`src/rtl/onehot_scan_decoder_if.sv`:
```
// Command/result handshake bundle for the one-hot scan decoder.
// master drives commands and consumes results; slave is the decoder.
interface onehot_scan_decoder_if #(
    parameter int SEL_W   = 5,
    parameter int DWELL_W = 8
);
    localparam int OUT_W = 2 ** SEL_W;

    logic               in_valid;
    logic               in_ready;
    logic [SEL_W-1:0]   sel;
    logic [1:0]         mode;
    logic [DWELL_W-1:0] dwell;
    logic [OUT_W-1:0]   out;
    logic               out_valid;
    logic               out_ready;
    logic               busy;
    logic               done;

    modport master (
        output in_valid, sel, mode, dwell, out_ready,
        input  in_ready, out, out_valid, busy, done
    );

    modport slave (
        input  in_valid, sel, mode, dwell, out_ready,
        output in_ready, out, out_valid, busy, done
    );
endinterface

```
`src/rtl/onehot_scan_decoder.sv`:
```
// Registered one-hot / thermometer / inverted decoder with a
// dwell-paced scan mode that walks one-hot(0..sel).
module onehot_scan_decoder #(
    parameter int SEL_W   = 5,
    parameter int DWELL_W = 8
) (
    input  logic                 clk,
    input  logic                 rst_n,
    onehot_scan_decoder_if.slave bus
);
    localparam int OUT_W = 2 ** SEL_W;
    localparam logic [OUT_W-1:0] ONE = OUT_W'(1);
    localparam logic [OUT_W-1:0] ALL = '1;

    typedef enum logic [1:0] {
        IDLE,
        HOLD,
        SCAN
    } state_t;

    state_t             state, state_n;
    logic [OUT_W-1:0]   out_q, out_n;
    logic [SEL_W-1:0]   idx_q, idx_n;
    logic [SEL_W-1:0]   sel_q, sel_n;
    logic [DWELL_W-1:0] cnt_q, cnt_n;
    logic [DWELL_W-1:0] dwell_q, dwell_n;
    logic               done_q, done_n;
    logic [OUT_W-1:0]   hot_sel;
    logic [OUT_W-1:0]   therm;

    assign hot_sel = ONE << bus.sel;
    // double shift keeps sel = OUT_W-1 from needing a wider shift
    assign therm   = ~((ALL << bus.sel) << 1);

    always_ff @(posedge clk or negedge rst_n) begin
        if (!rst_n) begin
            state   <= IDLE;
            out_q   <= '0;
            idx_q   <= '0;
            sel_q   <= '0;
            cnt_q   <= '0;
            dwell_q <= '0;
            done_q  <= 1'b0;
        end else begin
            state   <= state_n;
            out_q   <= out_n;
            idx_q   <= idx_n;
            sel_q   <= sel_n;
            cnt_q   <= cnt_n;
            dwell_q <= dwell_n;
            done_q  <= done_n;
        end
    end

    always_comb begin
        state_n = state;
        out_n   = out_q;
        idx_n   = idx_q;
        sel_n   = sel_q;
        cnt_n   = cnt_q;
        dwell_n = dwell_q;
        done_n  = 1'b0;
        unique case (state)
            IDLE: begin
                if (bus.in_valid) begin
                    sel_n   = bus.sel;
                    dwell_n = bus.dwell;
                    idx_n   = '0;
                    cnt_n   = bus.dwell;
                    unique case (1'b1)
                        (bus.mode == 2'b00): begin
                            state_n = HOLD;
                            out_n   = hot_sel;
                        end
                        (bus.mode == 2'b01): begin
                            state_n = HOLD;
                            out_n   = therm;
                        end
                        (bus.mode == 2'b11): begin
                            state_n = HOLD;
                            out_n   = ~hot_sel;
                        end
                        default: begin
                            state_n = SCAN;
                            out_n   = ONE;
                        end
                    endcase
                end
            end
            HOLD: begin
                if (bus.out_ready) begin
                    state_n = IDLE;
                    out_n   = '0;
                    cnt_n   = '0;
                    done_n  = 1'b1;
                end
            end
            SCAN: begin
                if (cnt_q != '0) begin
                    cnt_n = cnt_q - 1'b1;
                end else if (bus.out_ready) begin
                    if (idx_q == sel_q) begin
                        state_n = IDLE;
                        out_n   = '0;
                        idx_n   = '0;
                        done_n  = 1'b1;
                    end else begin
                        idx_n = idx_q + 1'b1;
                        cnt_n = dwell_q;
                        out_n = ONE << (idx_q + 1'b1);
                    end
                end
            end
            default: begin
                state_n = IDLE;
                out_n   = '0;
            end
        endcase
    end

    assign bus.in_ready  = (state == IDLE);
    assign bus.busy      = (state != IDLE);
    assign bus.out       = out_q;
    assign bus.done      = done_q;
    assign bus.out_valid = (state == HOLD) ||
                           ((state == SCAN) && (cnt_q == '0));
endmodule

```
`src/flat_wrapper.sv`:
```
// flat-port wrapper written by rule: the top's interface ports become plain ports
module onehot_scan_decoder_flat 
#(
    parameter int SEL_W   = 5,
    parameter int DWELL_W = 8
)
  (clk, rst_n, bus_in_valid, bus_sel, bus_mode, bus_dwell, bus_out_ready, bus_in_ready, bus_out, bus_out_valid, bus_busy, bus_done);
  onehot_scan_decoder_if #(.SEL_W(SEL_W), .DWELL_W(DWELL_W)) bus_i ();
  input  logic clk;
  input  logic rst_n;
  input wire logic [$bits(bus_i.in_valid)-1:0] bus_in_valid;
  input wire logic [$bits(bus_i.sel)-1:0] bus_sel;
  input wire logic [$bits(bus_i.mode)-1:0] bus_mode;
  input wire logic [$bits(bus_i.dwell)-1:0] bus_dwell;
  input wire logic [$bits(bus_i.out_ready)-1:0] bus_out_ready;
  output wire logic [$bits(bus_i.in_ready)-1:0] bus_in_ready;
  output wire logic [$bits(bus_i.out)-1:0] bus_out;
  output wire logic [$bits(bus_i.out_valid)-1:0] bus_out_valid;
  output wire logic [$bits(bus_i.busy)-1:0] bus_busy;
  output wire logic [$bits(bus_i.done)-1:0] bus_done;
  assign bus_i.in_valid = bus_in_valid;
  assign bus_i.sel = bus_sel;
  assign bus_i.mode = bus_mode;
  assign bus_i.dwell = bus_dwell;
  assign bus_i.out_ready = bus_out_ready;
  assign bus_in_ready = bus_i.in_ready;
  assign bus_out = bus_i.out;
  assign bus_out_valid = bus_i.out_valid;
  assign bus_busy = bus_i.busy;
  assign bus_done = bus_i.done;
  onehot_scan_decoder #(.SEL_W(SEL_W), .DWELL_W(DWELL_W)) u_core (.clk(clk), .rst_n(rst_n), .bus(bus_i));
endmodule
```
`config.mk`:
```
export PLATFORM = sky130hd
export DESIGN_NAME = onehot_scan_decoder_flat
export DESIGN_NICKNAME = d
export VERILOG_FILES = /design/src/rtl/onehot_scan_decoder_if.sv /design/src/rtl/onehot_scan_decoder.sv /design/src/flat_wrapper.sv
export SDC_FILE = /design/constraint.sdc
export NUM_CORES = 1
export LEC_CHECK = 0
export BUFFER_PORTS_ARGS = -buffer_cell sky130_fd_sc_hd__buf_2
export CAP_MARGIN = 30
export CORE_MARGIN = 3
export CORE_UTILIZATION = 50
export DETAILED_ROUTE_END_ITERATION = 10
export PLACE_DENSITY = 0.72
export SLEW_MARGIN = 20
export SYNTH_ARGS = -nofsm -noshare
export SYNTH_HDL_FRONTEND = slang
export SYNTH_SLANG_ARGS = --single-unit
```
`constraint.sdc`:
```
create_clock -name clk -period 3.9 [get_ports clk]
set_input_delay 0.39 -clock clk [delete_from_list [all_inputs] [get_ports clk]]
set_output_delay 0.39 -clock clk [all_outputs]
set_load 0.02 [all_outputs]
```
==> results.py, run 1 <==
metrics = {
    "grt": {
        "first_global_vias": 3996,
        "grt_max_degree": 49,
        "gr-usage-all-layers": 0.258,
        "grt_antenna_before_repair": 0,
        "wire_length_of_the_first_global_routing_pass_um": 20700,
        "grt_remaining_overflow": 0,
    },
    "sta": {
        "setup_viol": 0,
        "final-max-slew-violation-count": 0,
        "max_freq_ghz": 0.369,
        "totalNegativeSetupSlack_ps": 0,
        "max_slew.worst_pin.slew_ps": 779,
        "hold_viol_final": 0,
        "layout_min_cycle_time_ps": 2710,
        "fin_worst_skew_ps": 8.72,
        "rsz0062_at_grt": "false",
        "worst_slew_margin_rel": 0.476,
        "final.hold.worst_slack_ps": 78.0,
        "final_min_period_over_clock_period": 0.695,
    },
    "pwr": {
        "powerDensity_nw_per_um2": 763,
        "ir_worst_vdd_mv": 0.506,
        "sum_of_internal_switching_and_leakage_power_mw": 3.71,
        "cellLeakagePower_nw": 2.13,
    },
    "flow_run": {
        "drv_cap": 0,
    },
    "clock_network": {
        "numCtsBuffers": 9,
        "cts_max_path_buffers": 2,
        "cts_setup_buffers": 0,
        "cts-hold-fix-buffers": 0,
        "clock_tree.root_cell": "sky130_fd_sc_hd__clkbuf_8",
        "cts_repair_resize_count": 0,
        "tritoncts_clock_tree": "yes",
        "clock-sinks": 61,
        "clock_insertion_delay_worst_skew_ps": 350,
        "path_clk_slew_ps": 70,
        "cts_max_level": 3,
    },
    "drt": {
        "viasPerCell": 6.50,
        "initialDrtViolationCount": 450,
        "antenna_violating_nets_post_route": 0,
        "wl_per_cell_um": 19.3,
        "totalWireLength_um": 12600,
        "detail_route.drc_violations": 0,
        "route.vias.total": 4226,
        "first_pass_iters": 5,
    },
    "synth": {
        "ys_async_sr_fraction": 1.00,
        "dominantRegCellSynth": "sky130_fd_sc_hd__dfrtp_1",
        "synthesis.instances": 520,
        "flops_latches_synth": 61,
        "synthesis_warning_total": 0,
        "synthDistinctLibCells": 73,
        "synth.cell_area_um2": 4410,
        "synth-edff-count": 0,
        "synth-seq-area-share": 0.346,
        "syn_nets": 549,
        "synthesis.area_per_instance_um2": 8.49,
    },
    "die": {
        "chipWidth_um": 100,
        "floorplan.initialDensity": 0.527,
        "fp.coreArea_um2": 8380,
        "ioPinCount": 55,
        "rows": 33,
        "die_h_um": 100,
        "floorplan.die_area_um2": 9990,
    },
    "cells_and_area": {
        "antenna_cells": 0,
        "final.fill_count": 766,
        "utilization": 0.580,
        "final_net_count": 569,
        "drive_gt1_frac": 0.176,
        "flow.area_growth_from_synthesis_pct": 10.1,
    },
    "placed_design": {
        "detailed_place_hpwl_um": 8560,
        "port_buffers": 54,
        "place_congestion": 0.923,
    },
    "worst_setup_path": {
        "required_ps": 3510,
        "cp-start-kind": "flop",
        "crit_fanout": 20,
        "critical_path_class": "flop to output port",
        "worst_setup_path_end_kind": "output port",
        "arrival_time_of_the_worst_setup_path_ps": 2320,
        "worst-r2r-setup-slack_ps": 1280,
    },
    "worst_hold_path": {
        "min-delay-path-class": "input pin to async pin",
    },
    "run_status": {
        "run_status": "finished, final reports clean",
    },
}
-- worst paths after layout --
check                                   from                 end  cells after the start
min reg2reg                u_core.dwell_q[6]   u_core.dwell_q[6]                      2
min in group clk               bus_out_ready     u_core.bus.done                      3
max reg2reg                  u_core.state[1]  u_core.bus.out[17]                      6
max                          u_core.state[1]            bus_busy                      4
min                                    rst_n   u_core.dwell_q[7]                      1
max in group asynchronous              rst_n   u_core.bus.out[8]                      2
-- cells in the mapped netlist (3+ instances only) --
library cell	count	share of area
sky130_fd_sc_hd__nor2b_1	7	0.0099
sky130_fd_sc_hd__a21oi_1	37	0.042
sky130_fd_sc_hd__mux2_2	10	0.026
sky130_fd_sc_hd__nand2b_1	7	0.0099
sky130_fd_sc_hd__nor2_1	33	0.028
sky130_fd_sc_hd__inv_1	21	0.018
sky130_fd_sc_hd__nor3_1	26	0.029
sky130_fd_sc_hd__nor3b_1	5	0.0085
sky130_fd_sc_hd__nand3_1	12	0.014
sky130_fd_sc_hd__mux2i_1	6	0.014
sky130_fd_sc_hd__o221ai_1	4	0.0079
sky130_fd_sc_hd__xor2_1	10	0.020
sky130_fd_sc_hd__or4_1	8	0.014
sky130_fd_sc_hd__and2_1	6	0.0085
sky130_fd_sc_hd__ha_1	10	0.028
sky130_fd_sc_hd__and3_1	6	0.0085
sky130_fd_sc_hd__o22a_1	4	0.0079
sky130_fd_sc_hd__nand2_1	42	0.036
sky130_fd_sc_hd__mux2_1	3	0.0077
sky130_fd_sc_hd__a21o_1	5	0.0085
sky130_fd_sc_hd__o31ai_1	8	0.014
sky130_fd_sc_hd__buf_6	3	0.0077
sky130_fd_sc_hd__dfrtp_1	61	0.35
sky130_fd_sc_hd__a221o_1	20	0.045
sky130_fd_sc_hd__a211oi_1	6	0.010
sky130_fd_sc_hd__nor4_1	4	0.0057
sky130_fd_sc_hd__o21ai_0	35	0.040
sky130_fd_sc_hd__a21boi_0	3	0.0051
sky130_fd_sc_hd__a31oi_1	12	0.017
sky130_fd_sc_hd__a211o_1	3	0.0060
sky130_fd_sc_hd__or3_1	3	0.0043
sky130_fd_sc_hd__o22ai_1	7	0.0099
sky130_fd_sc_hd__clkbuf_1	30	0.026
sky130_fd_sc_hd__buf_2	11	0.012
-- cell families after synthesis --
kind of cell | count (synthesis) | share of synthesized area
flip-flops | 61 | 0.346
AO/OA/AOI/OAI | 174 | 0.280
AND/OR/NAND/NOR | 177 | 0.210
buffers and inverters | 68 | 0.0669
adder cells (fa/ha/maj) | 10 | 0.0283
multiplexers | 19 | 0.0468
XOR/XNOR | 11 | 0.0218
-- layout by cell type, fill, tap and decap left out, drive strengths merged, types with 7 or more instances in the layout --
cell type / n
nand2: 43
nor3: 27
a221o: 20
nand3: 12
nor2b: 7
dfrtp: 61
ha: 10
clkbuf: 9
o22ai: 8
o31ai: 8
o21ai: 35
or4: 8
nor2: 33
inv: 23
and2: 8
mux2: 13
buf: 56
a21oi: 37
nand2b: 7
a31oi: 12
xor2: 10
-- metal layers --
metal	vias to the layer above	share of wire	GRT usage	wire length, µm
met5	-	0	0	0
met4	0	0.018	0.0788	227
met3	25	0.078	0.0584	982
met2	208	0.47	0.395	5860
met1	2003	0.44	0.365	5500
li1	1990	-	-	-
-- critical path, stage by stage, from the launching register on --
cell	delay (ps)
sky130_fd_sc_hd__dfrtp_1	410
sky130_fd_sc_hd__inv_1	90
sky130_fd_sc_hd__ha_1	660
sky130_fd_sc_hd__inv_1	520
sky130_fd_sc_hd__buf_2	290
-- final cells by class --
class	count	area [µm²]	area share
Multi-Input combinational cell	391	2590	0.534
Sequential cell	61	1530	0.314
Timing Repair Buffer	56	285	0.0587
Tap cell	105	131	0.0270
Clock buffer	9	124	0.0255
Clock inverter	7	120	0.0247
Inverter	21	78.8	0.0162
-- flip-flops by register name (all words and copies together), names as in the netlist --
name / flops
u_core.state: 2
u_core.sel_q: 5
u_core.cnt_q: 8
u_core.bus.out: 32
u_core.dwell_q: 8
u_core.idx_q: 5
u_core.bus.done: 1
-- stage by stage --
step | setup WS [ps] | cells | area (µm²)
global placement | 1420 | 634 | 4610
CTS | 1220 | 650 | 4860
floorplan | 1740 | 520 | 4410
detailed placement | 1370 | 634 | 4610
finish | 1190 | 650 | 4860
global route | 1060 | 650 | 4860
-- power breakdown --
group,switching (mW),internal [mW],leakage (nW)
registers,0.194,0.905,0.778
logic,1.19,0.711,1.23
clock network,0.283,0.428,0.120
Note: power is estimated with default switching activity, not from simulation.
==> run 2, diff against run 1 <==
- ABC_AREA: default -> 1
- clock period: 3.9 -> 2.64 ns (I/O delays scaled with it)
==> results.py, run 2 <==
metrics = {
    "clock_network": {
        "cts_repair_resize_count": 0,
        "clock_tree.root_cell": "sky130_fd_sc_hd__clkbuf_8",
        "cts_max_path_buffers": 2,
        "tritoncts_clock_tree": "yes",
        "clock_insertion_delay_worst_skew_ps": 360,
        "clock-sinks": 61,
        "cts-hold-fix-buffers": 0,
        "cts_setup_buffers": 0,
        "numCtsBuffers": 9,
        "cts_max_level": 3,
        "path_clk_slew_ps": 70,
    },
    "pwr": {
        "ir_worst_vdd_mv": 0.350,
        "sum_of_internal_switching_and_leakage_power_mw": 5.08,
        "powerDensity_nw_per_um2": 940,
        "cellLeakagePower_nw": 2.90,
    },
    "sta": {
        "layout_min_cycle_time_ps": 2150,
        "worst_slew_margin_rel": 0.480,
        "max_slew.worst_pin.slew_ps": 780,
        "final_min_period_over_clock_period": 0.816,
        "totalNegativeSetupSlack_ps": 0,
        "final.hold.worst_slack_ps": 72.1,
        "final-max-slew-violation-count": 0,
        "rsz0062_at_grt": "false",
        "max_freq_ghz": 0.464,
        "fin_worst_skew_ps": 11.1,
        "hold_viol_final": 0,
        "setup_viol": 0,
    },
    "cells_and_area": {
        "layoutNonFillerInstCount": 965,
        "largest_register_ff_count": 32,
        "drive_gt1_frac": 0.156,
        "flow.area_growth_from_synthesis_pct": 8.85,
        "finalInstanceArea_um2": 5400,
        "final_net_count": 860,
        "mostFrequentLayoutCell": "sky130_fd_sc_hd__nand2_1",
        "antenna_cells": 0,
        "final_cell_mix": "326 x sky130_fd_sc_hd__nand2_1, 103 x sky130_fd_sc_hd__nand3_1, 74 x sky130_fd_sc_hd__nor2_1",
    },
    "synth": {
        "most_frequent_cell_after_synthesis": "sky130_fd_sc_hd__nand2_1",
        "synth-seq-area-share": 0.308,
        "synthesis.area_per_instance_um2": 6.22,
        "syn_nets": 827,
        "ys_async_sr_fraction": 1.00,
        "synthesis.instances": 798,
        "synthesis_warning_total": 0,
        "yosys-top-cells-count": "326 x sky130_fd_sc_hd__nand2_1, 103 x sky130_fd_sc_hd__nand3_1, 74 x sky130_fd_sc_hd__nor2_1",
        "fraction_of_synthesized_cell_area_taken_by_the_top_area_cell_type": 0.308,
        "synth-edff-count": 0,
        "synthDistinctLibCells": 35,
        "synth.cell_area_um2": 4960,
        "flops_latches_synth": 61,
        "dominantRegCellSynth": "sky130_fd_sc_hd__dfrtp_1",
        "synth_top_cell_by_area": "sky130_fd_sc_hd__dfrtp_1",
        "yosys-top-cells-area": "sky130_fd_sc_hd__dfrtp_1 31%, sky130_fd_sc_hd__nand2_1 25%, sky130_fd_sc_hd__nand3_1 10%",
    },
    "placed_design": {
        "port_buffers": 54,
        "placement.cell_area_um2": 5190,
        "placedCellCount": 949,
        "place_congestion": 1.00,
        "detailed_place_hpwl_um": 10100,
    },
    "die": {
        "rows": 35,
        "fp.coreArea_um2": 9460,
        "ioPinCount": 55,
        "chipWidth_um": 106,
        "floorplan.die_area_um2": 11200,
        "floorplan.initialDensity": 0.525,
        "die_h_um": 106,
    },
    "worst_setup_path": {
        "cp-start-kind": "flop",
        "critical_path_class": "flop to output port",
        "arrival_time_of_the_worst_setup_path_ps": 1890,
        "critPathSlowestCell": "sky130_fd_sc_hd__dfrtp_1",
        "required_ps": 2380,
        "critical-path-max-stage-delay_ps": 380,
        "critical_path.cell_chain": "inv_1 -> ha_1 -> nand3_1 -> nor2_4 -> nand2_2 -> nand2_1 -> buf_2",
        "crit_fanout": 12,
        "worst_setup_path_end_kind": "output port",
    },
    "drt": {
        "met2_wirelength_um": 6100,
        "route.vias.total": 5233,
        "topRoutingLayerUsed": "met4",
        "wirelength_met1_um": 6320,
        "initialDrtViolationCount": 541,
        "wl_per_cell_um": 14.4,
        "route.met3.wl_um": 1200,
        "totalWireLength_um": 13900,
        "viasPerCell": 5.42,
        "first_pass_iters": 6,
        "detail_route.drc_violations": 0,
        "antenna_violating_nets_post_route": 0,
    },
    "run_status": {
        "run_status": "finished, final reports clean",
    },
    "worst_hold_path": {
        "min-delay-path-class": "input pin to async pin",
    },
    "grt": {
        "grt_max_degree": 62,
        "first_global_vias": 4773,
        "grt_antenna_before_repair": 0,
        "wire_length_of_the_first_global_routing_pass_um": 23600,
        "grt_remaining_overflow": 0,
        "gr-usage-all-layers": 0.258,
    },
    "flow_run": {
        "drv_cap": 0,
    },
}
==> run 2: cell types whose count changed after synthesis, sizes merged, moves of 15 or more <==
cell / change
nor2: +56
nor3: -25
inv: +46
clkbuf: -23
nand3: +96
a221o: -20
buf: +15
nand2: +293
a21oi: -30
o21ai: +19
==> run 2: worst max-delay path: cells and delay by family, from the launching register on <==
kind / cells / cell delay (ps)
and+or+nand+nor: 4 / 690
DFF: 1 / 380
buffers and inverters: 2 / 310
adders and majority gates: 1 / 170
==> run 2: layer usage <==
| metal | vias to the layer above | track usage |
|---|---|---|
| li1 | 2581 | - |
| met1 | 2374 | 0.377 |
| met2 | 250 | 0.397 |
| met3 | 28 | 0.0355 |
| met4 | 0 | 0.0796 |
| met5 | - | 0 |
==> run 2: path summary, 6_finish.rpt <==
check	from	end	slack, ps	depth (start not counted)
min	rst_n	u_core.cnt_q[3]	70	2
min reg2reg	u_core.bus.out[31]	u_core.bus.out[31]	470	2
max	u_core.cnt_q[0]	bus_out_valid	490	7
max reg2reg	u_core.cnt_q[0]	u_core.bus.out[17]	630	9
max in group asynchronous	rst_n	u_core.idx_q[1]	2050	2
min in group clk	bus_out_ready	u_core.bus.done	150	3
==> run 2: logic make-up (layout without fill, tap and decap cells) <==
group	after synthesis	count (layout)	synth area share
AO/OA/AOI/OAI	63	63	0.0650
XOR/XNOR	4	4	0.0101
adder cells (fa/ha/maj)	10	10	0.0252
buffers and inverters	106	144	0.103
flip-flops	61	61	0.308
multiplexers	2	2	0.00454
AND/OR/NAND/NOR	552	552	0.484
==> run 2: final cells by class <==
cell class / instances / area [µm²]
timing repair buffer: 61 / 323
tap: 129 / 161
sequential: 61 / 1530
multi-input combinational: 631 / 2920
fill: 987 / 4060
clock buffer: 9 / 124
clock inverter: 7 / 90.1
inverter: 67 / 254
==> run 2: power by group <==
part	total (mW)	internal, mW	leakage, nW	switching (mW)
clock network	0.928	0.526	0.105	0.402
logic	2.62	0.787	2.00	1.83
registers	1.53	1.29	0.790	0.243
==> run 2: through the flow <==
stage,worst slack (ps),utilization
4_1_cts,494,0.571
6_report,487,0.571
3_5_place_dp,639,0.549
2_1_floorplan,856,-
5_1_grt,349,0.571
3_3_place_gp,725,0.549
